$ cat src/rtl/uart_alu_ctrl_pkg.sv
// Shared types and constants for the UART packet sequencer
// that feeds the 32-bit ALU.
package uart_alu_ctrl_pkg;

  localparam int DATA_W = 8;
  localparam int OPND_W = 32;
  localparam logic [15:0] MAX_LEN = 16'd1024;
  localparam logic [15:0] HDR_BYTES = 16'd4;

  localparam logic [7:0] OPC_ECHO = 8'hEC;
  localparam logic [7:0] OPC_ADD = 8'hAD;
  localparam logic [7:0] OPC_MUL = 8'h4D;
  localparam logic [7:0] OPC_DIV = 8'h0D;

  typedef enum logic [1:0] {
    ALU_ADD,
    ALU_MUL,
    ALU_DIV
  } alu_op_e;

  typedef enum logic [1:0] {
    K_ECHO,
    K_ALU,
    K_BAD
  } pkt_kind_e;

  typedef enum logic [3:0] {
    S_OPCODE,
    S_RSV,
    S_LEN_LO,
    S_LEN_HI,
    S_DRAIN,
    S_ECHO,
    S_OPND,
    S_ALU_REQ,
    S_ALU_WAIT,
    S_TX
  } ctrl_state_e;

  // ALU packets carry whole 32-bit operands, at least one
  function automatic logic len_ok(
    pkt_kind_e k,
    logic [15:0] len
  );
    logic ok;
    ok = (len >= HDR_BYTES) && (len <= MAX_LEN);
    unique case (k)
      K_ECHO: len_ok = ok;
      K_ALU: len_ok = ok && (len >= 16'd8)
                    && (len[1:0] == 2'b00);
      default: len_ok = 1'b0;
    endcase
  endfunction

endpackage

$ cat src/rtl/uart_alu_ctrl.sv
// Packet sequencer: parses UART commands, folds operands
// through the ALU and serialises the 32-bit result to TX.
module uart_alu_ctrl
  import uart_alu_ctrl_pkg::*;
(
  input  logic              clk_i,
  input  logic              rst_ni,
  input  logic [DATA_W-1:0] rx_data_i,
  input  logic              rx_valid_i,
  output logic              rx_ready_o,
  output logic [DATA_W-1:0] tx_data_o,
  output logic              tx_valid_o,
  input  logic              tx_ready_i,
  output logic [1:0]        alu_op_o,
  output logic [OPND_W-1:0] alu_a_o,
  output logic [OPND_W-1:0] alu_b_o,
  output logic              alu_valid_o,
  input  logic              alu_ready_i,
  input  logic [OPND_W-1:0] alu_result_i,
  input  logic              alu_result_valid_i,
  output logic              busy_o,
  output logic              err_o
);

  ctrl_state_e state_q, state_d;
  pkt_kind_e kind_q, kind_d;
  alu_op_e op_q, op_d;
  logic [7:0] len_lo_q, len_lo_d;
  logic [15:0] left_q, left_d;
  logic [OPND_W-1:0] opnd_q, opnd_d;
  logic [OPND_W-1:0] acc_q, acc_d;
  logic [1:0] idx_q, idx_d;
  logic first_q, first_d;
  logic err_q, err_d;

  logic rx_fire;
  logic [15:0] len;
  logic [OPND_W-1:0] opnd_nx;

  assign rx_fire = rx_valid_i & rx_ready_o;
  assign len = {rx_data_i, len_lo_q};
  assign opnd_nx = {rx_data_i, opnd_q[OPND_W-1:DATA_W]};

  assign alu_op_o = op_q;
  assign alu_a_o = acc_q;
  assign alu_b_o = opnd_q;
  assign busy_o = (state_q != S_OPCODE);
  assign err_o = err_q;

  always_comb begin
    state_d = state_q;
    kind_d = kind_q;
    op_d = op_q;
    len_lo_d = len_lo_q;
    left_d = left_q;
    opnd_d = opnd_q;
    acc_d = acc_q;
    idx_d = idx_q;
    first_d = first_q;
    err_d = 1'b0;
    rx_ready_o = 1'b0;
    tx_valid_o = 1'b0;
    tx_data_o = '0;
    alu_valid_o = 1'b0;
    unique case (state_q)
      S_OPCODE: begin
        rx_ready_o = 1'b1;
        if (rx_fire) begin
          state_d = S_RSV;
          op_d = ALU_ADD;
          unique case (1'b1)
            rx_data_i == OPC_ECHO: kind_d = K_ECHO;
            rx_data_i == OPC_ADD: kind_d = K_ALU;
            rx_data_i == OPC_MUL: begin
              kind_d = K_ALU;
              op_d = ALU_MUL;
            end
            rx_data_i == OPC_DIV: begin
              kind_d = K_ALU;
              op_d = ALU_DIV;
            end
            default: kind_d = K_BAD;
          endcase
        end
      end
      S_RSV: begin
        rx_ready_o = 1'b1;
        if (rx_fire) state_d = S_LEN_LO;
      end
      S_LEN_LO: begin
        rx_ready_o = 1'b1;
        if (rx_fire) begin
          len_lo_d = rx_data_i;
          state_d = S_LEN_HI;
        end
      end
      S_LEN_HI: begin
        rx_ready_o = 1'b1;
        if (rx_fire) begin
          left_d = len - HDR_BYTES;
          idx_d = '0;
          first_d = 1'b1;
          // Too-short packets have no payload left to drain
          if (!len_ok(kind_q, len)) begin
            err_d = 1'b1;
            if (len <= HDR_BYTES) begin
              left_d = '0;
              state_d = S_OPCODE;
            end else begin
              state_d = S_DRAIN;
            end
          end else if (kind_q == K_ECHO) begin
            state_d = (len == HDR_BYTES) ? S_OPCODE : S_ECHO;
          end else begin
            state_d = S_OPND;
          end
        end
      end
      S_DRAIN: begin
        rx_ready_o = 1'b1;
        if (rx_fire) begin
          left_d = left_q - 16'd1;
          if (left_q == 16'd1) state_d = S_OPCODE;
        end
      end
      S_ECHO: begin
        rx_ready_o = tx_ready_i;
        tx_valid_o = rx_valid_i;
        tx_data_o = rx_data_i;
        if (rx_fire) begin
          left_d = left_q - 16'd1;
          if (left_q == 16'd1) state_d = S_OPCODE;
        end
      end
      S_OPND: begin
        rx_ready_o = 1'b1;
        if (rx_fire) begin
          opnd_d = opnd_nx;
          idx_d = idx_q + 2'd1;
          left_d = left_q - 16'd1;
          if (idx_q == 2'd3) begin
            if (first_q) begin
              acc_d = opnd_nx;
              first_d = 1'b0;
              if (left_q == 16'd1) state_d = S_TX;
            end else begin
              state_d = S_ALU_REQ;
            end
          end
        end
      end
      S_ALU_REQ: begin
        alu_valid_o = 1'b1;
        if (alu_ready_i) state_d = S_ALU_WAIT;
      end
      S_ALU_WAIT: begin
        if (alu_result_valid_i) begin
          acc_d = alu_result_i;
          state_d = (left_q == '0) ? S_TX : S_OPND;
        end
      end
      S_TX: begin
        tx_valid_o = 1'b1;
        tx_data_o = acc_q[{idx_q, 3'b000} +: DATA_W];
        if (tx_ready_i) begin
          idx_d = idx_q + 2'd1;
          if (idx_q == 2'd3) state_d = S_OPCODE;
        end
      end
      default: state_d = S_OPCODE;
    endcase
  end

  always_ff @(posedge clk_i or negedge rst_ni) begin
    if (!rst_ni) begin
      state_q <= S_OPCODE;
      kind_q <= K_BAD;
      op_q <= ALU_ADD;
      len_lo_q <= '0;
      left_q <= '0;
      opnd_q <= '0;
      acc_q <= '0;
      idx_q <= '0;
      first_q <= 1'b0;
      err_q <= 1'b0;
    end else begin
      state_q <= state_d;
      kind_q <= kind_d;
      op_q <= op_d;
      len_lo_q <= len_lo_d;
      left_q <= left_d;
      opnd_q <= opnd_d;
      acc_q <= acc_d;
      idx_q <= idx_d;
      first_q <= first_d;
      err_q <= err_d;
    end
  end

endmodule
$ cat config.mk
export PLATFORM = sky130hd
export DESIGN_NAME = uart_alu_ctrl
export DESIGN_NICKNAME = d
export VERILOG_FILES = /design/src/rtl/uart_alu_ctrl_pkg.sv /design/src/rtl/uart_alu_ctrl.sv
export SDC_FILE = /design/constraint.sdc
export NUM_CORES = 1
export LEC_CHECK = 0
export ABC_CLOCK_PERIOD_IN_PS = 2600
export BUFFER_PORTS_ARGS = -buffer_cell sky130_fd_sc_hd__buf_2
export CAP_MARGIN = 20
export CORE_ASPECT_RATIO = 1.1
export CORE_MARGIN = 4
export CORE_UTILIZATION = 54
export DETAILED_ROUTE_END_ITERATION = 8
export HOLD_SLACK_MARGIN = 0.05
export PLACE_DENSITY = 0.89
export SLEW_MARGIN = 10
export SYNTH_ARGS = -nofsm -noshare
export SYNTH_HDL_FRONTEND = slang
export SYNTH_SLANG_ARGS = --single-unit
export TNS_END_PERCENT = 5
$ cat constraint.sdc
create_clock -name clk_i -period 2.6 [get_ports clk_i]
set_input_delay 0.26 -clock clk_i [delete_from_list [all_inputs] [get_ports clk_i]]
set_output_delay 0.26 -clock clk_i [all_outputs]
set_load 0.05 [all_outputs]
== Yosys cells after proc, flatten, opt, wreduce, memory -nomap -nowiden ==
Cells that the tools add are included.
Word-level totals
  register bits after elaboration: 100
  output and inout bits: 79
  word-level logic and storage cells: 125
Cells by class
  add/sub/neg operators: 3
  magnitude comparators: 4
  equal/unequal tests: 32
  shift operators: 1
  muxes and demuxes: 50
  bitwise operators: 1
  reduce and logical (&&, ||, !) cells: 24
Operators by type and width (number)
  $mux W32: 4
  $mux W16: 4
  $mux W4: 16
  $pmux W32 S2: 1
  $pmux W4 S9: 1
  $pmux W16 S2: 1
  $shiftx A32 B6 Y8: 1
  $ne A2 B2 Y1 const B: 11
  $eq A16 B1 Y1 const B: 1
  $eq A16 B3 Y1 const B: 1
  $eq A4 B3 Y1 const B: 4
  $eq A8 B8 Y1 const B: 2
  $ge A16 B3 Y1 const B: 1
  $ge A16 B4 Y1 const B: 1
  $le A16 B11 Y1 const B: 1
  $le A16 B3 Y1 const B: 1
  $logic_not A16 Y1: 1
  $pmux W8 S2: 1
  $sub A16 B1 Y16 const B: 1
  $sub A16 B3 Y16 const B: 1
  $reduce_and A13 Y1: 1
  $mux W1: 9
  $mux W3: 3
  $eq A4 B2 Y1 const B: 2
  27 further kinds: 45

== Depth between registers and ports, before layout ==
  depth in word-level cells: 10
  mapped depth: 8

== Worst setup path before layout ==
No wires, ideal clock.
  path type: flip-flop to output port
  start: register state_q[0]
  end: output port tx_data_o[1]
  data arrival time: 1975 ps
  data required time: 2340 ps
  path slack: 365 ps
  cell stages (with the launch flop): 5
  cells stage by stage: dfrtp_1 buf_2 buf_1 nor3b_1 a22o_1
Between the ends
  longest elaborated chain between the ends: 2
RTL lines
  from (decl): RTL line uart_alu_ctrl.sv:25  | ctrl_state_e state_q, state_d;
  from (signal assigned): RTL line uart_alu_ctrl.sv:187  | state_q <= state_d;
  $eq A4 B4 Y1 or $eq A4 B3 Y1 (tied branches): RTL line uart_alu_ctrl.sv:65  | unique case (state_q)
  $pmux W8 S2 (*): RTL line uart_alu_ctrl.sv:65
  to (decl): RTL line uart_alu_ctrl.sv:11  | output logic [DATA_W-1:0] tx_data_o,
Mark *: on every way between the ends. The rest lies on a longest branch, timed or not.

== Worst setup path in the final report ==
  start: register len_lo_q[3]
  end: register left_q[6]
Between the ends
  longest elaborated chain between the ends: 10
RTL lines
  from (decl): RTL line uart_alu_ctrl.sv:28  | logic [7:0] len_lo_q, len_lo_d;
  from (signal assigned): RTL line uart_alu_ctrl.sv:190  | len_lo_q <= len_lo_d;
  $ge A16 B3 Y1 or $le A16 B11 Y1 (tied branches): RTL line uart_alu_ctrl_pkg.sv:46  | ok = (len >= HDR_BYTES) && (len <= MAX_LEN);
  $logic_and A1 B1 Y1: RTL line uart_alu_ctrl_pkg.sv:46
  $logic_and A1 B1 Y1: RTL line uart_alu_ctrl_pkg.sv:49  | K_ALU: len_ok = ok && (len >= 16'd8)
  $logic_and A1 B1 Y1: RTL line uart_alu_ctrl_pkg.sv:50  | && (len[1:0] == 2'b00);
  $pmux W1 S2: RTL line uart_alu_ctrl_pkg.sv:47  | unique case (k)
  $mux W1: RTL line uart_alu_ctrl.sv:99  | if (rx_fire) begin
  $mux W1: RTL line uart_alu_ctrl.sv:65
  $mux W16 (*): RTL line uart_alu_ctrl.sv:104  | if (!len_ok(kind_q, len)) begin
  $mux W16 (*): RTL line uart_alu_ctrl.sv:99
  $pmux W16 S2 (*): RTL line uart_alu_ctrl.sv:65
  to (signal assigned): RTL line uart_alu_ctrl.sv:191  | left_q <= left_d;
  to (decl): RTL line uart_alu_ctrl.sv:29  | logic [15:0] left_q, left_d;
Mark *: on every way between the ends. The rest lies on a longest branch, timed or not. The select of a mux whose other input is x is not followed.
A chain may end at the register's enable or synchronous reset.

==> flow_summary.yaml <==
clock_tree:
  clkTransAtPathRegs_ns: 0.09
  cts_buffer_depth: 2
  cts_setup_buffers: 0
  cts_tree: "done"
  clock-sinks: 100
  clockRootBuffer: "clkbuf_8"
  clk_latency_ns: 0.37
  htreeDepth: 3
  cts_buffers: 9
final_layout:
  diodes: 0
  syn_to_final_growth_pct: 19.38
  nNetsFinal: 707
  fill_cells: 720
  final_cell_count_no_fill: 778
  fin_util_pct: 65.93
  final_layout_size_suffix_gt1_share_pct: 33.13
logic_synthesis:
  yosys_warnings: 0
  synth-edff-count: 0
  syn_inst: 534
  synth_top_area_cell: "dfrtp_1"
  synthTopCellsByArea: "dfrtp_1 (46%), mux2_2 (8.1%), o21ai_0 (6.6%)"
  syn_avg_cell_area_um2: 10.18
  synth_seq_area_share_pct: 46.06
  synth.cell_area_um2: 5435
  synthFlopType: "dfrtp_1"
  synthArstFlopShare_pct: 100.0
  synth_top_area_share_pct: 45.58
  synth_common_cells: "dfrtp_1 (99), o21ai_0 (72), nand2_1 (64)"
  synth_cell_types: 58
  yosysMostFrequentCell: "dfrtp_1"
  syn-num-nets: 586
  synth_seq_cells: 100
setup_path:
  crit_arrival_ns: 2.83
  reg2reg_depth: 8
  crit_required_ns: 2.91
  slowest_delay_ns: 0.49
  path_depth: 8
  worst-path-buf-inv: 1
  path_cells: "inv_1 > ha_1 > or3b_2 > a2111oi_0 > or3_4 > nand3_2 > nor2_1 > a221o_1"
  slowest_stage: "a2111oi_0"
  critical_path.top_delay_family: "simple AND/OR/NAND/NOR gates"
  critPathMaxFanout: 10
  crit_path_start_kind: "flop"
  worstSetupEndpointType: "flop"
  path_class: "reg -> reg"
place:
  dp.cells: 763
  place_hpwl_um: 11820
  port_buffers: 124
  gp_congestion: 0.9478
  preCtsSetupSlack_ns: 0.1886
grt:
  grt_use_total_pct: 27.69
  grt_pass1_wl_um: 26040
  grt_overflow: 0
  antenna_found_initial: 0
  grt_pass1_vias: 5188
  grt_max_degree: 65
floorplanning:
  ios: 125
  die_w_um: 103.7
  core_um2: 9842
  dieHeight_um: 113.2
  start_util_pct: 55.23
  dieArea_um2: 11740
  rows: 38
hold_path:
  hold_depth: 2
  hold_class: "in -> reg"
power_and_ir_drop:
  powerDensity_nw_per_um2: 1108
  p_leak_nw: 2.966
  max-vdd-ir-drop_mv: 0.8719
timing:
  worst_pin_slew_ns: 0.7941
  rsz0062_at_grt: "no"
  hold_viol_final: 0
  fin_ws_ns: 0.08065
  drv_slew: 0
  finalClockSkew_ns: 0.01147
  slew_headroom_pct: 47.06
  period_minus_slack_ns: 2.519
  holdWs_ns: 0.1577
  setup_viol: 0
  clock.fmax_mhz: 396.9
  setup_tns_ns: 0
  fin_crit_sh_pct: 96.90
routing:
  drt-pass1-iter-count: 5
  viasPerCell: 6.299
  vias: 4901
  wl_um: 16210
  drt_iter0_drc: 489
  wl_per_cell_um: 20.84
  drtAntennaViolNets: 0
  drc: 0
run:
  cap_viol_max_count: 0
status:
  status: "finished clean"
[placed cells by master, fill, tap and decap left out, drive strengths merged, types with 3 or more instances in the layout]
master | Yosys | routed
buf | 13 | 140
dfrtp | 99 | 99
o21ai | 72 | 72
nand2 | 64 | 64
mux2 | 39 | 39
mux2i | 34 | 34
nor2 | 30 | 30
nor3 | 24 | 24
a21oi | 12 | 12
inv | 10 | 11
clkbuf | 18 | 11
xnor2 | 10 | 10
a22o | 9 | 9
mux4 | 8 | 8
nand3 | 8 | 8
nand2b | 7 | 7
ha | 6 | 6
a31oi | 6 | 6
nor4 | 6 | 6
nor3b | 5 | 5
nor2b | 4 | 4
nand3b | 3 | 3
nand4 | 3 | 3
o31ai | 3 | 3
a22oi | 3 | 3
o221ai | 3 | 3
or3 | 3 | 3
or2 | 3 | 3
[what timing repair did]
item                                    CTS  global route
hold endpoints to repair                 60             0
resized for setup                         0             3
endpoints found under the setup margin    0             8
hold buffers                              1             0
[worst register-to-register path: cells and delay by family (launching register included)]
family	cells	cell delay (ns)
and+or+nand+nor	4	1.05
AOI/OAI and AO/OA	2	0.60
DFF	1	0.43
adders and majority gates	1	0.20
buffers and inverters	1	0.16
[kinds of logic (layout without fill, tap and decap cells)]
kind of cell,count (synthesis),after routing,share of synthesized area [%]
buf+inv,41,165,3.177
xor+xnor,12,12,1.934
flops,100,100,46.06
mux,81,81,17.66
fa+ha+maj,6,6,1.381
compound gates,126,126,14.20
simple gates,168,168,15.58
[path summary, 6_finish.rpt]
check	startpoint	end	slack (ns)
min reg2reg	alu_op_o[1]	alu_op_o[1]	0.52
max reg2reg	len_lo_q[3]	left_q[6]	0.08
min in group asynchronous	rst_ni	left_q[8]	0.52
max	len_lo_q[3]	left_q[6]	0.08
max in group asynchronous	rst_ni	kind_q[1]	1.33
min	alu_result_valid_i	state_q[3]	0.16
[final cells by class]
type / instances / area (um^2) / share of cell area (%)
Multi-Input combinational cell: 393 / 2803 / 43.19
Clock buffer: 11 / 141.4 / 2.179
Clock inverter: 3 / 47.55 / 0.7327
Tap cell: 120 / 150.1 / 2.314
Timing Repair Buffer: 141 / 803.3 / 12.38
Sequential cell: 100 / 2506 / 38.62
Inverter: 10 / 37.54 / 0.5785
[power breakdown]
group / internal (W) / switching (W) / total (W)
registers: 0.00206 / 0.000645 / 0.00270
logic: 0.00112 / 0.00236 / 0.00349
clock network: 0.000467 / 0.000534 / 0.00100
[state kept, by name, summed over array words and instances (netlist names)]
| signal | count |
|---|---|
| alu_a_o | 32 |
| alu_b_o | 32 |
| left_q | 16 |
| len_lo_q | 8 |
| state_q | 4 |
| alu_op_o | 2 |
| idx_q | 2 |
| kind_q | 2 |
| err_o | 1 |
| first_q | 1 |
[routing by layer]
layer | track usage (%) | up-vias | routed length, um
met2 | 47.82 | 261 | 8101
li1 | - | 2182 | -
met5 | 0 | - | 0
met3 | 7.986 | 57 | 1490
met1 | 31.95 | 2401 | 6086
met4 | 13.30 | 0 | 535
[stage by stage]
stage,cell area (um^2),power [W]
final,6489,0.007191
after global routing,6489,0.007558
after CTS,6477,0.007144
after detailed placement,6279,0.006140
after global placement,6279,0.005990
after floorplan,5435,0.005076
No activity file was read; power rests on OpenSTA's default activity.
